$ cat config.mk
export PLATFORM = sky130hd
export DESIGN_NAME = sequential_divider
export DESIGN_NICKNAME = d
export VERILOG_FILES = /design/src/rtl/sequential_divider.sv
export SDC_FILE = /design/constraint.sdc
export NUM_CORES = 1
export LEC_CHECK = 0
export CORE_ASPECT_RATIO = 0.75
export CORE_UTILIZATION = 54
export CTS_BUF_LIST = sky130_fd_sc_hd__clkbuf_4 sky130_fd_sc_hd__clkbuf_8
export CTS_CLUSTER_SIZE = 12
export DETAILED_ROUTE_END_ITERATION = 7
export PLACE_DENSITY_LB_ADDON = 0.25
export SLEW_MARGIN = 15
export SYNTH_ARGS = -nofsm -noshare
export SYNTH_HDL_FRONTEND = slang
export SYNTH_SLANG_ARGS = --single-unit
$ cat constraint.sdc
create_clock -name clk -period 2.4 [get_ports clk]
set_clock_uncertainty 0.05 [all_clocks]
set_input_delay 0.48 -clock clk [delete_from_list [all_inputs] [get_ports clk]]
set_output_delay 0.48 -clock clk [all_outputs]
set_load 0.005 [all_outputs]
$ cat src/rtl/sequential_divider.sv
// Restoring shift-subtract unsigned divider, one quotient bit per clock.
// Ports: clk, rst (sync, active-high), start/ready handshake, dividend and
// divisor in; quotient, remainder, div_by_zero out (registered).
module sequential_divider #(
  parameter int WIDTH = 4
) (
  input  logic             clk,
  input  logic             rst,
  input  logic             start,
  input  logic [WIDTH-1:0] dividend,
  input  logic [WIDTH-1:0] divisor,
  output logic [WIDTH-1:0] quotient,
  output logic [WIDTH-1:0] remainder,
  output logic             div_by_zero,
  output logic             ready
);

  localparam int CW = $clog2(WIDTH + 1);

  localparam logic S_IDLE = 1'b0;
  localparam logic S_RUN  = 1'b1;

  logic             state_q, state_d;
  logic [WIDTH:0]   a_q, a_d;
  logic [WIDTH-1:0] q_q, q_d;
  logic [WIDTH-1:0] m_q, m_d;
  logic [CW-1:0]    cnt_q, cnt_d;
  logic [WIDTH-1:0] quot_q, quot_d;
  logic [WIDTH-1:0] rem_q, rem_d;
  logic             dbz_q, dbz_d;

  logic [WIDTH:0]   a_sh;
  logic [WIDTH-1:0] q_sh;
  logic [WIDTH:0]   trial;

  // A stays below M, so the shifted A is below 2M and fits WIDTH+1 bits.
  assign a_sh  = {a_q[WIDTH-1:0], q_q[WIDTH-1]};
  assign q_sh  = q_q << 1;
  assign trial = a_sh - {1'b0, m_q};

  always_comb begin
    state_d = state_q;
    a_d     = a_q;
    q_d     = q_q;
    m_d     = m_q;
    cnt_d   = cnt_q;
    quot_d  = quot_q;
    rem_d   = rem_q;
    dbz_d   = dbz_q;
    unique case (state_q)
      S_IDLE: begin
        if (start) begin
          q_d     = dividend;
          m_d     = divisor;
          a_d     = '0;
          cnt_d   = CW'(WIDTH);
          state_d = S_RUN;
        end
      end
      S_RUN: begin
        if (trial[WIDTH]) begin
          a_d = a_sh;
          q_d = q_sh;
        end else begin
          a_d = trial;
          q_d = q_sh | {{(WIDTH-1){1'b0}}, 1'b1};
        end
        cnt_d = cnt_q - CW'(1);
        if (cnt_q == CW'(1)) begin
          state_d = S_IDLE;
          quot_d  = q_d;
          rem_d   = a_d[WIDTH-1:0];
          dbz_d   = (m_q == '0);
        end
      end
      default: state_d = S_IDLE;
    endcase
  end

  always_ff @(posedge clk) begin
    if (rst) begin
      state_q <= S_IDLE;
      a_q     <= '0;
      q_q     <= '0;
      m_q     <= '0;
      cnt_q   <= '0;
      quot_q  <= '0;
      rem_q   <= '0;
      dbz_q   <= 1'b0;
    end else begin
      state_q <= state_d;
      a_q     <= a_d;
      q_q     <= q_d;
      m_q     <= m_d;
      cnt_q   <= cnt_d;
      quot_q  <= quot_d;
      rem_q   <= rem_d;
      dbz_q   <= dbz_d;
    end
  end

  assign quotient    = quot_q;
  assign remainder   = rem_q;
  assign div_by_zero = dbz_q;
  assign ready       = (state_q == S_IDLE);

endmodule

==> reports/qor.log, run 1 <==
[min_path] startpoint of the most critical hold path div_by_zero
[floorplanning] IO Pins 21
[setup_path] Worst setup EP type flip-flop
[timing] Fin Hold WS 0.410 ns
[timing] Finish-stage setup viols 0
[setup_path] kind of critical path flip-flop to flip-flop
[setup_path] crit-path max FO 7
[synthesis] post-synthesis cell type with the largest combined area sky130_fd_sc_hd__dfxtp_1
[clock_network] number of buffers added by the clock tree synthesis step 3
[synthesis] total of flip-flops plus latches after synthesis 25
[synthesis] share of flip-flops with an asynchronous set or reset after synthesis 0%
[detailed_routing] Post-Route WL 2.45 mm
[timing] shortest period the worst path allows 2.19 ns
[synthesis] Unique masters post-synth 33
[floorplanning] Rows 14
[timing] number of failing hold endpoints at the final stage 0
[timing] Slew Limit Fails 0
[global_routing] total grt overflow 0
[synthesis] count of yosys warnings during synthesis 0
[global_routing] first-pass GRT wire length 4.13 mm
[detailed_routing] number of DRC markers in iteration 0 40
[global_routing] initial antenna violation count 0
[floorplanning] initial core utilization 59.4%
[synthesis] syn_nets 165
[floorplanning] Core Region 0.00208 mm²
[detailed_routing] total via count after detailed routing 1,092
[power] total design power 895 µW
[min_path] classification of the worst-slack hold path flip-flop to flip-flop
[global_routing] global routing usage summed across all routing layers 22.2%
[cells_and_area] Finished Layout Cells 190
[cells_and_area] total number of nets in the final design 185
[synthesis] adder and majority cell fraction of the synthesized area 7.68%
[clock_network] clock net sink count 25
[setup_path] required time of the critical path 2.60 ns
[clock_network] worst skew pair latency 0.32 ns
[detailed_routing] via-per-instance ratio 5.75
[synthesis] main combinational cell family by area after synthesis simple AND/OR/NAND/NOR gates
[timing] worst-margin pin slew 0.460 ns
[cells_and_area] fraction of final layout cells sized beyond drive strength 1 6.63%
[timing] worst path setup slack after routing 0.206 ns
[clock_network] root cell of the clock tree sky130_fd_sc_hd__clkbuf_4
[timing] worst slew slack as a fraction of its limit 69.0%
[synthesis] Synth Area in Compound Gates 18.6%
[synthesis] Post-synth top flop sky130_fd_sc_hd__dfxtp_1
[synthesis] cell count after synthesis 147
[timing] Period Utilization, post-route 91.4%
[global_routing] pin count of the biggest net entering global routing 19
[detailed_routing] total iterations of the first detailed-routing run 6
[synthesis] cell area after synthesis 0.00124 mm²
[power] power per unit of standard cell area 603 mW/mm²
[synthesis] most frequently used cell type in the post-synthesis netlist sky130_fd_sc_hd__dfxtp_1
[clock_network] Worst-path clk slew 0.14 ns
[clock_network] TritonCTS clock tree done
[synthesis] top area cells in the synthesized netlist sky130_fd_sc_hd__dfxtp_1, sky130_fd_sc_hd__a21oi_1, sky130_fd_sc_hd__nor2_1, sky130_fd_sc_hd__ha_1, sky130_fd_sc_hd__nand2_1
[setup_path] Register-to-Register Path Depth 8
[placed_design] routability-driven placement congestion ratio 0.890
[setup_path] type of element launching the critical path flip-flop
[placed_design] count of placed standard cells including taps 186
[cells_and_area] Ant. Diodes 0
[clock_network] number of instances resized during post-cts repair 0
[timing] unrepaired setup endpoints after global routing no
[synthesis] proportion of synthesized area in mux cells 4.04%
[floorplanning] floorplan die width 57.3 µm
[clock_network] buffers inserted during post-CTS setup optimization 0
[power] peak supply drop 0.517 mV
[synthesis] Simple-Gate Fraction of Synth Area 22.5%
[clock_network] clk buf depth 2
[global_routing] number of global-route vias before repair 952
[synthesis] number of enable-type register cells in the synthesized netlist 0
[cells_and_area] Layout Area Growth over Synthesis 19.8%
[placed_design] pre-CTS setup slack 0.231 ns
[setup_path] worst r2r src q_q[3]
[detailed_routing] detailed-route DRC error count 2
[status] result of the run complete, but fails checks
[clock_network] number of levels in the clock H-tree 1
[status] violated checks DRC
[floorplanning] Die Span Y 43.5 µm
[synthesis] post-synthesis sequential area ratio 40.4%
[clock_network] quantity of hold-fixing buffers added after cts 0
[job] number of max-cap violations 0
[floorplanning] total die area 0.00249 mm²
[setup_path] launch point of the critical path q_q[3]
[placed_design] port bufs 20
[power] cell leakage power 0.000570 µW
[placed_design] dpl hpwl 1.94 mm
[timing] final-layout setup total negative slack 0 ns
[detailed_routing] Avg WL per Cell 12.9 µm
[synthesis] cell types with the highest counts after synthesis sky130_fd_sc_hd__dfxtp_1, sky130_fd_sc_hd__nor2_1, sky130_fd_sc_hd__a21oi_1
[timing] peak clock frequency supported by timing 456 MHz
[synthesis] proportion of netlist area held by the largest area contributor 40.4%
[synthesis] xor/xnor share of the synthesized area 0.707%
[setup_path] Crit path arrival time 2.40 ns
[detailed_routing] Antenna Nets Post-Route 0
[min_path] Hold Path Stages 2
[synthesis] Post-Syn Area per Cell 8.43 µm²
-- final cells by class --
cell class              count  area [µm²]
fillers                   176         601
flip-flops and latches     25         500
clock buffers               3        22.5
well taps                  24        30.0
clock inverters             1        7.51
multi-input cells         104         663
repair buffers             23         223
inverters                  10        37.5
-- metrics by stage --
stage	instance area (µm²)	util, %
2_1_floorplan	1240	-
3_3_place_gp	1450	69.7
3_5_place_dp	1450	69.7
4_1_cts	1480	71.2
5_1_grt	1480	71.2
6_report	1480	71.2
-- registers in the layout (all words and copies together), names as in the netlist --
signal and flops:
div_by_zero 1, cnt_q 3, q_q 4, m_q 4
remainder 4, a_q 4, quotient 4, state_q 1
-- final timing paths --
check | endpoint | slack [ns]
worst min register to register | div_by_zero | 0.41
worst max-delay path | remainder[3] | 0.21
worst min-delay path | div_by_zero | 0.41
worst max register to register | remainder[3] | 0.21
-- logic make-up after synthesis --
family | count (synthesis)
AND/OR/NAND/NOR | 57
AO/OA/AOI/OAI | 34
adder cells (fa/ha/maj) | 7
buffers and inverters | 18
flip-flops | 25
XOR/XNOR | 1
multiplexers | 5
-- routing by layer --
metal  share of wire (%)  routed length, µm  track usage, %  vias up
met1                  47               1150            29.2      501
met2                  46               1120            36.0       40
met3                 6.3                155            6.27        2
met5                   0                  0               0        -
li1                    -                  -               -      549
met4                0.82                 20            6.34        0
-- worst max-delay path, stage by stage, from the launching register on --
cell                       delay, ns
sky130_fd_sc_hd__dfxtp_1        0.33
sky130_fd_sc_hd__inv_1          0.07
sky130_fd_sc_hd__ha_1           0.16
sky130_fd_sc_hd__inv_1          0.05
sky130_fd_sc_hd__fa_1           0.41
sky130_fd_sc_hd__nand3_2        0.11
sky130_fd_sc_hd__a21boi_1       0.15
sky130_fd_sc_hd__or4b_4         0.58
sky130_fd_sc_hd__a311oi_2       0.23
-- power by group --
part,switching (µW),internal [µW]
Sequential,22.7,441
Clock,126,63.7
Combinational,135,106
-- cell usage in the layout (no fill, tap or decap), types with 3 or more instances in the layout --
| cell type | instances |
|---|---|
| sky130_fd_sc_hd__nor2_1 | 21 |
| sky130_fd_sc_hd__clkbuf_4 | 3 |
| sky130_fd_sc_hd__o21ai_0 | 3 |
| sky130_fd_sc_hd__nor2b_1 | 3 |
| sky130_fd_sc_hd__a21oi_1 | 16 |
| sky130_fd_sc_hd__mux2i_1 | 5 |
| sky130_fd_sc_hd__dfxtp_1 | 25 |
| sky130_fd_sc_hd__buf_4 | 3 |
| sky130_fd_sc_hd__nand3b_1 | 3 |
| sky130_fd_sc_hd__ha_1 | 6 |
| sky130_fd_sc_hd__nor3_1 | 4 |
| sky130_fd_sc_hd__nand3_1 | 4 |
| sky130_fd_sc_hd__nand2_1 | 14 |
| sky130_fd_sc_hd__clkdlybuf4s50_1 | 20 |
| sky130_fd_sc_hd__inv_1 | 10 |
No activity file was read; power rests on OpenSTA's default activity.
==> inputs of run 2 (changes only) <==
ABC_AREA = 1   (was not set)
PLACE_DENSITY = 0.81   (was not set)
PLACE_DENSITY_LB_ADDON = not set   (was 0.25)
==> reports/qor.log, run 2 <==
[floorplanning] Rows 14 [unchanged]
[global_routing] global routing usage summed across all routing layers 24.0% [was 22.2%]
[placed_design] dpl hpwl 2.05 mm [was 1.94 mm]
[timing] shortest period the worst path allows 1.89 ns [was 2.19 ns]
[timing] worst path setup slack after routing 0.512 ns [was 0.206 ns]
[clock_network] clock net sink count 25 [unchanged]
[detailed_routing] total via count after detailed routing 1,130 [was 1,092]
[synthesis] post-synthesis sequential area ratio 40.5% [was 40.4%]
[placed_design] routability-driven placement congestion ratio 0.840 [was 0.890]
[synthesis] number of enable-type register cells in the synthesized netlist 0 [unchanged]
[setup_path] critical-path cell with the highest stage delay sky130_fd_sc_hd__dfxtp_1 [was sky130_fd_sc_hd__or4b_4]
[floorplanning] total die area 0.00248 mm² [was 0.00249 mm²]
[cells_and_area] most common library cell in the layout ignoring fill and taps sky130_fd_sc_hd__nand2_1 [was sky130_fd_sc_hd__dfxtp_1]
[floorplanning] IO Pins 21 [unchanged]
[timing] Slew Limit Fails 0 [unchanged]
[detailed_routing] Avg WL per Cell 12.6 µm [was 12.9 µm]
[setup_path] kind of critical path flip-flop to primary output [was flip-flop to flip-flop]
[synthesis] Post-Syn Area per Cell 7.58 µm² [was 8.43 µm²]
[synthesis] cell area after synthesis 0.00123 mm² [was 0.00124 mm²]
[setup_path] Cell Chain, Critical Path inv_1, clkdlybuf4s50_1 [was inv_1, ha_1, inv_1, fa_1, nand3_2, a21boi_1, or4b_4, a311oi_2]
[cells_and_area] Ant. Diodes 0 [unchanged]
[setup_path] biggest cell delay along the critical path 0.46 ns [was 0.58 ns]
[synthesis] Post-synth top flop sky130_fd_sc_hd__dfxtp_1 [unchanged]
[power] power per unit of standard cell area 639 mW/mm² [was 603 mW/mm²]
[cells_and_area] leading cell types in the layout, fill and taps excluded sky130_fd_sc_hd__nand2_1, sky130_fd_sc_hd__dfxtp_1, sky130_fd_sc_hd__nand3_1, sky130_fd_sc_hd__inv_1, sky130_fd_sc_hd__clkdlybuf4s50_1 [was sky130_fd_sc_hd__dfxtp_1, sky130_fd_sc_hd__nor2_1, sky130_fd_sc_hd__clkdlybuf4s50_1, sky130_fd_sc_hd__a21oi_1, sky130_fd_sc_hd__nand2_1]
[synthesis] cell types with the highest counts after synthesis sky130_fd_sc_hd__nand2_1, sky130_fd_sc_hd__dfxtp_1, sky130_fd_sc_hd__nand3_1 [was sky130_fd_sc_hd__dfxtp_1, sky130_fd_sc_hd__nor2_1, sky130_fd_sc_hd__a21oi_1]
[placed_design] port bufs 20 [unchanged]
[setup_path] required time of the critical path 1.87 ns [was 2.60 ns]
[cells_and_area] FILL cells 183 [was 176]
[min_path] classification of the worst-slack hold path flip-flop to flip-flop [unchanged]
[floorplanning] initial core utilization 59.2% [was 59.4%]
[status] result of the run complete, but fails checks [unchanged]
[job] number of max-cap violations 0 [unchanged]
[synthesis] count of yosys warnings during synthesis 0 [unchanged]
[timing] peak clock frequency supported by timing 530 MHz [was 456 MHz]
[cells_and_area] Layout Area Growth over Synthesis 20.6% [was 19.8%]
[setup_path] crit-path max FO 5 [was 7]
[clock_network] clk buf depth 2 [unchanged]
[global_routing] number of global-route vias before repair 1,091 [was 952]
[timing] Fin Hold WS 0.419 ns [was 0.410 ns]
[detailed_routing] Post-Route WL 2.64 mm [was 2.45 mm]
[detailed_routing] total iterations of the first detailed-routing run 6 [unchanged]
[detailed_routing] detailed-route DRC error count 1 [was 2]
[clock_network] number of instances resized during post-cts repair 0 [unchanged]
[synthesis] cell count after synthesis 163 [was 147]
[clock_network] Worst-path clk slew 0.13 ns [was 0.14 ns]
[synthesis] syn_nets 181 [was 165]
[timing] unrepaired setup endpoints after global routing no [unchanged]
[timing] worst slew slack as a fraction of its limit 76.9% [was 69.0%]
[synthesis] post-synthesis cell type with the largest combined area sky130_fd_sc_hd__dfxtp_1 [unchanged]
[synthesis] proportion of netlist area held by the largest area contributor 40.5% [was 40.4%]
[global_routing] pin count of the biggest net entering global routing 20 [was 19]
[floorplanning] Core Region 0.00208 mm² [unchanged]
[cells_and_area] total number of nets in the final design 204 [was 185]
[timing] Finish-stage setup viols 0 [unchanged]
[global_routing] initial antenna violation count 0 [unchanged]
[synthesis] share of flip-flops with an asynchronous set or reset after synthesis 0% [unchanged]
[placed_design] pre-CTS setup slack 0.554 ns [was 0.231 ns]
[floorplanning] floorplan die width 57.2 µm [was 57.3 µm]
[setup_path] Crit path arrival time 1.36 ns [was 2.40 ns]
[detailed_routing] via-per-instance ratio 5.41 [was 5.75]
[global_routing] first-pass GRT wire length 4.52 mm [was 4.13 mm]
[clock_network] number of buffers added by the clock tree synthesis step 3 [unchanged]
[status] violated checks DRC [unchanged]
[timing] Period Utilization, post-route 78.7% [was 91.4%]
[detailed_routing] number of DRC markers in iteration 0 62 [was 40]
[clock_network] buffers inserted during post-CTS setup optimization 0 [unchanged]
[timing] number of failing hold endpoints at the final stage 0 [unchanged]
[clock_network] number of levels in the clock H-tree 1 [unchanged]
[clock_network] root cell of the clock tree sky130_fd_sc_hd__clkbuf_4 [unchanged]
[timing] worst-margin pin slew 0.346 ns [was 0.460 ns]
[setup_path] Worst setup EP type primary output [was flip-flop]
[synthesis] Unique masters post-synth 26 [was 33]
[floorplanning] Die Span Y 43.4 µm [was 43.5 µm]
[power] cell leakage power 0.000667 µW [was 0.000570 µW]
[timing] final-layout setup total negative slack 0 ns [unchanged]
[clock_network] TritonCTS clock tree done [unchanged]
[cells_and_area] fraction of final layout cells sized beyond drive strength 1 10.3% [was 6.63%]
[synthesis] most frequently used cell type in the post-synthesis netlist sky130_fd_sc_hd__nand2_1 [was sky130_fd_sc_hd__dfxtp_1]
[clock_network] worst skew pair latency 0.32 ns [about the same]
[setup_path] type of element launching the critical path flip-flop [unchanged]
[synthesis] top area cells in the synthesized netlist sky130_fd_sc_hd__dfxtp_1, sky130_fd_sc_hd__nand2_1, sky130_fd_sc_hd__nand3_1, sky130_fd_sc_hd__ha_1, sky130_fd_sc_hd__inv_1 [was sky130_fd_sc_hd__dfxtp_1, sky130_fd_sc_hd__a21oi_1, sky130_fd_sc_hd__nor2_1, sky130_fd_sc_hd__ha_1, sky130_fd_sc_hd__nand2_1]
[detailed_routing] Antenna Nets Post-Route 0 [unchanged]
[clock_network] quantity of hold-fixing buffers added after cts 0 [unchanged]
[global_routing] total grt overflow 0 [unchanged]
[power] peak supply drop 0.337 mV [was 0.517 mV]
[synthesis] total of flip-flops plus latches after synthesis 25 [unchanged]
[run 2: final cells by class]
class / count / area, µm² / area share (%)
inverter: 21 / 78.8 / 5.29
tap: 24 / 30.0 / 2.02
clock buffer: 4 / 30.0 / 2.02
multi-input combinational: 113 / 634 / 42.6
sequential: 25 / 500 / 33.6
timing repair buffer: 22 / 215 / 14.5
[run 2: critical path: cells and delay by family (launching register included)]
kind	cells	cell delay, ns
buffers and inverters	2	0.58
DFF	1	0.46
[run 2: cells by family after synthesis]
logic type / count (synthesis) / synth area share (%)
compound gates: 22 / 10.6
xor+xnor: 1 / 0.709
fa+ha+maj: 7 / 7.70
buf+inv: 25 / 8.10
flops: 25 / 40.5
simple gates: 83 / 32.3
[run 2: report_power, final]
part           switching [µW]  total (µW)  internal, µW
Combinational             171         291           119
Clock                     118         194          76.4
Sequential               22.9         467           444
Total                     312         952           640
[run 2: path summary, 6_finish.rpt]
check | from | endpoint | slack [ns] | cells after the start
worst max-delay path | state_q | ready | 0.51 | 2
worst min-delay path | m_q[1] | div_by_zero | 0.42 | 1
worst max register to register | m_q[0] | a_q[3] | 0.53 | 10
worst min register to register | m_q[1] | div_by_zero | 0.42 | 1
[run 2: metal layers]
layer	part of all wire, %	track usage [%]	wire, µm	up-vias
met1	48	28.9	1280	523
met4	0.83	5.85	22	0
met3	3.4	5.37	91	4
met5	0	0	0	-
li1	-	-	-	577
met2	47	44.0	1250	26
[run 2: metrics by stage]
step                total power, µW  util [%]  cells  area, µm²
floorplan                       686         -    163       1230
global placement                748      70.0    205       1460
detailed placement              763      70.0    205       1460
CTS                             955      71.4    209       1490
global route                   1010      71.4    209       1490
finish                          952      71.4    209       1490
==> inputs of run 3 (changes only) <==
clock period = 1.74 ns   (was 2.4 ns; I/O delays follow)
==> reports/qor.log, run 3 (same netlist as run 2, synthesis figures left out) <==
[cells_and_area] fraction of final layout cells sized beyond drive strength 1 19.1% [was 10.3%]
[global_routing] pin count of the biggest net entering global routing 20 [unchanged]
[placed_design] routability-driven placement congestion ratio 0.946 [was 0.840]
[setup_path] crit-path max FO 6 [was 5]
[setup_path] Worst setup EP type flip-flop [was primary output]
[power] combinational group share of total power 33.3% [was 30.5%]
[setup_path] kind of critical path flip-flop to flip-flop [was flip-flop to primary output]
[clock_network] TritonCTS clock tree done [unchanged]
[clock_network] root cell of the clock tree sky130_fd_sc_hd__clkbuf_4 [unchanged]
[power] switching share of power 33.4% [was 32.8%]
[floorplanning] Core Region 0.00208 mm² [unchanged]
[clock_network] clk buf depth 2 [unchanged]
[timing] shortest period the worst path allows 1.67 ns
[global_routing] initial antenna violation count 0 [unchanged]
[floorplanning] floorplan die width 57.2 µm [unchanged]
[detailed_routing] Post-Route WL 2.80 mm [was 2.64 mm]
[power] total design power 1380 µW [was 952 µW]
[floorplanning] initial core utilization 59.2% [unchanged]
[power] sequential cell fraction of total power 46.6% [was 49.1%]
[setup_path] required time of the critical path 1.96 ns [was 1.87 ns]
[status] violated checks DRC [unchanged]
[clock_network] worst skew pair latency 0.32 ns [about the same]
[floorplanning] total die area 0.00248 mm² [unchanged]
[min_path] classification of the worst-slack hold path flip-flop to flip-flop [unchanged]
[timing] Finish-stage setup viols 0 [unchanged]
[timing] number of failing hold endpoints at the final stage 0 [unchanged]
[clock_network] quantity of hold-fixing buffers added after cts 0 [unchanged]
[floorplanning] IO Pins 21 [unchanged]
[clock_network] number of levels in the clock H-tree 1 [unchanged]
[power] Psw 460 µW [was 312 µW]
[detailed_routing] total via count after detailed routing 1,167 [was 1,130]
[power] power per unit of standard cell area 871 mW/mm² [was 639 mW/mm²]
[global_routing] first-pass GRT wire length 4.77 mm [was 4.52 mm]
[cells_and_area] most common library cell in the layout ignoring fill and taps sky130_fd_sc_hd__nand2_1 [unchanged]
[placed_design] port bufs 20 [unchanged]
[power] peak supply drop 0.629 mV [was 0.337 mV]
[power] part of the total power dissipated in the clock network 20.2% [was 20.4%]
[clock_network] Worst-path clk slew 0.13 ns [about the same]
[job] number of max-cap violations 0 [unchanged]
[timing] worst slew slack as a fraction of its limit 80.1% [was 76.9%]
[status] result of the run complete, but fails checks [unchanged]
[floorplanning] Die Span Y 43.4 µm [unchanged]
[timing] Period Utilization, post-route 96.3%
[clock_network] number of buffers added by the clock tree synthesis step 3 [unchanged]
[floorplanning] Rows 14 [unchanged]
[cells_and_area] Ant. Diodes 0 [unchanged]
[timing] final-layout setup total negative slack 0 ns [unchanged]
[detailed_routing] total iterations of the first detailed-routing run 6 [unchanged]
[cells_and_area] leading cell types in the layout, fill and taps excluded sky130_fd_sc_hd__nand2_1, sky130_fd_sc_hd__nand3_1, sky130_fd_sc_hd__dfxtp_1, sky130_fd_sc_hd__clkdlybuf4s50_1, sky130_fd_sc_hd__inv_1 [was sky130_fd_sc_hd__nand2_1, sky130_fd_sc_hd__dfxtp_1, sky130_fd_sc_hd__nand3_1, sky130_fd_sc_hd__inv_1, sky130_fd_sc_hd__clkdlybuf4s50_1]
[power] Internal Dissipation 918 µW [was 640 µW]
[setup_path] Crit path arrival time 1.90 ns [was 1.36 ns]
[setup_path] type of element launching the critical path flip-flop [unchanged]
[timing] Slew Limit Fails 0 [unchanged]
[clock_network] clock net sink count 25 [unchanged]
[detailed_routing] via-per-instance ratio 5.35 [was 5.41]
[cells_and_area] Layout Area Growth over Synthesis 28.1% [was 20.6%]
[global_routing] number of global-route vias before repair 1,057 [was 1,091]
[power] cell leakage power 0.000713 µW [was 0.000667 µW]
[detailed_routing] Avg WL per Cell 12.9 µm [was 12.6 µm]
[detailed_routing] number of DRC markers in iteration 0 62 [unchanged]
[placed_design] dpl hpwl 2.17 mm [was 2.05 mm]
[global_routing] global routing usage summed across all routing layers 25.6% [was 24.0%]
[detailed_routing] detailed-route DRC error count 2 [was 1]
[detailed_routing] Antenna Nets Post-Route 0 [unchanged]
[timing] worst-margin pin slew 0.298 ns [was 0.346 ns]
[global_routing] total grt overflow 0 [unchanged]
[timing] peak clock frequency supported by timing 597 MHz
[cells_and_area] total number of nets in the final design 213 [was 204]
==> run 3: repair_timing <==
action                                  4_1_cts  5_1_grt
endpoints found under the hold margin         0        0
buffers inserted                              2        0
pin swaps                                     2        3
gates resized for setup                       2        8
endpoints found under the setup margin        6       10
==> run 3: per-stage QoR <==
step / instances / instance area, µm² / utilization (%) / setup WS, ns / hold slack (ns)
6_report: 218 / 1580 / 75.9 / 0.0651 / 0.426
5_1_grt: 218 / 1580 / 75.9 / -0.0189 / 0.449
4_1_cts: 218 / 1560 / 75.0 / 0.00520 / 0.424
3_5_place_dp: 212 / 1510 / 72.5 / -0.0357 / 0.405
3_3_place_gp: 212 / 1510 / 72.5 / 0.0569 / 0.401
2_1_floorplan: 163 / 1230 / - / 0.0926 / 0.387
==> run 3: final cells by class <==
class,count,area [µm²]
multi-input cells,113,657
repair buffers,31,283
fillers,157,503
flip-flops and latches,25,503
inverters,21,78.8
clock buffers,4,30.0
well taps,24,30.0
==> run 3: power by group through the flow <==
stage / combinational (µW) / clock (µW) / sequential (µW)
floorplan: 300 / 0 / 646
global placement: 394 / 0 / 651
detailed placement: 416 / 0 / 652
CTS: 439 / 282 / 640
global route: 511 / 310 / 648
finish: 458 / 278 / 642
==> run 3: worst paths after layout <==
kind | endpoint | slack [ns] | startpoint | cells after the start
max | a_q[3] | 0.07 | q_q[3] | 11
max reg2reg | a_q[3] | 0.07 | q_q[3] | 11
min reg2reg | cnt_q[1] | 0.43 | cnt_q[1] | 2
min | cnt_q[1] | 0.43 | cnt_q[1] | 2
==> run 3: per-layer routing <==
layer | part of all wire (%) | GRT usage, % | wire length, µm
met4 | 1.6 | 8.29 | 45
met5 | 0 | 0 | 0
met3 | 6.8 | 6.87 | 192
met1 | 44 | 32.8 | 1240
met2 | 47 | 42.6 | 1330
==> run 3: critical path, cell delays in order (launching register included) <==
cell and delay (ns):
sky130_fd_sc_hd__dfxtp_2 0.34, sky130_fd_sc_hd__inv_2 0.05, sky130_fd_sc_hd__ha_2 0.16, sky130_fd_sc_hd__inv_2 0.04
sky130_fd_sc_hd__fa_2 0.37, sky130_fd_sc_hd__nand3_2 0.10, sky130_fd_sc_hd__nand3_4 0.11, sky130_fd_sc_hd__nand2_4 0.12
sky130_fd_sc_hd__nand2_2 0.06, sky130_fd_sc_hd__nand2_2 0.07, sky130_fd_sc_hd__nand2_2 0.06, sky130_fd_sc_hd__a21oi_2 0.10
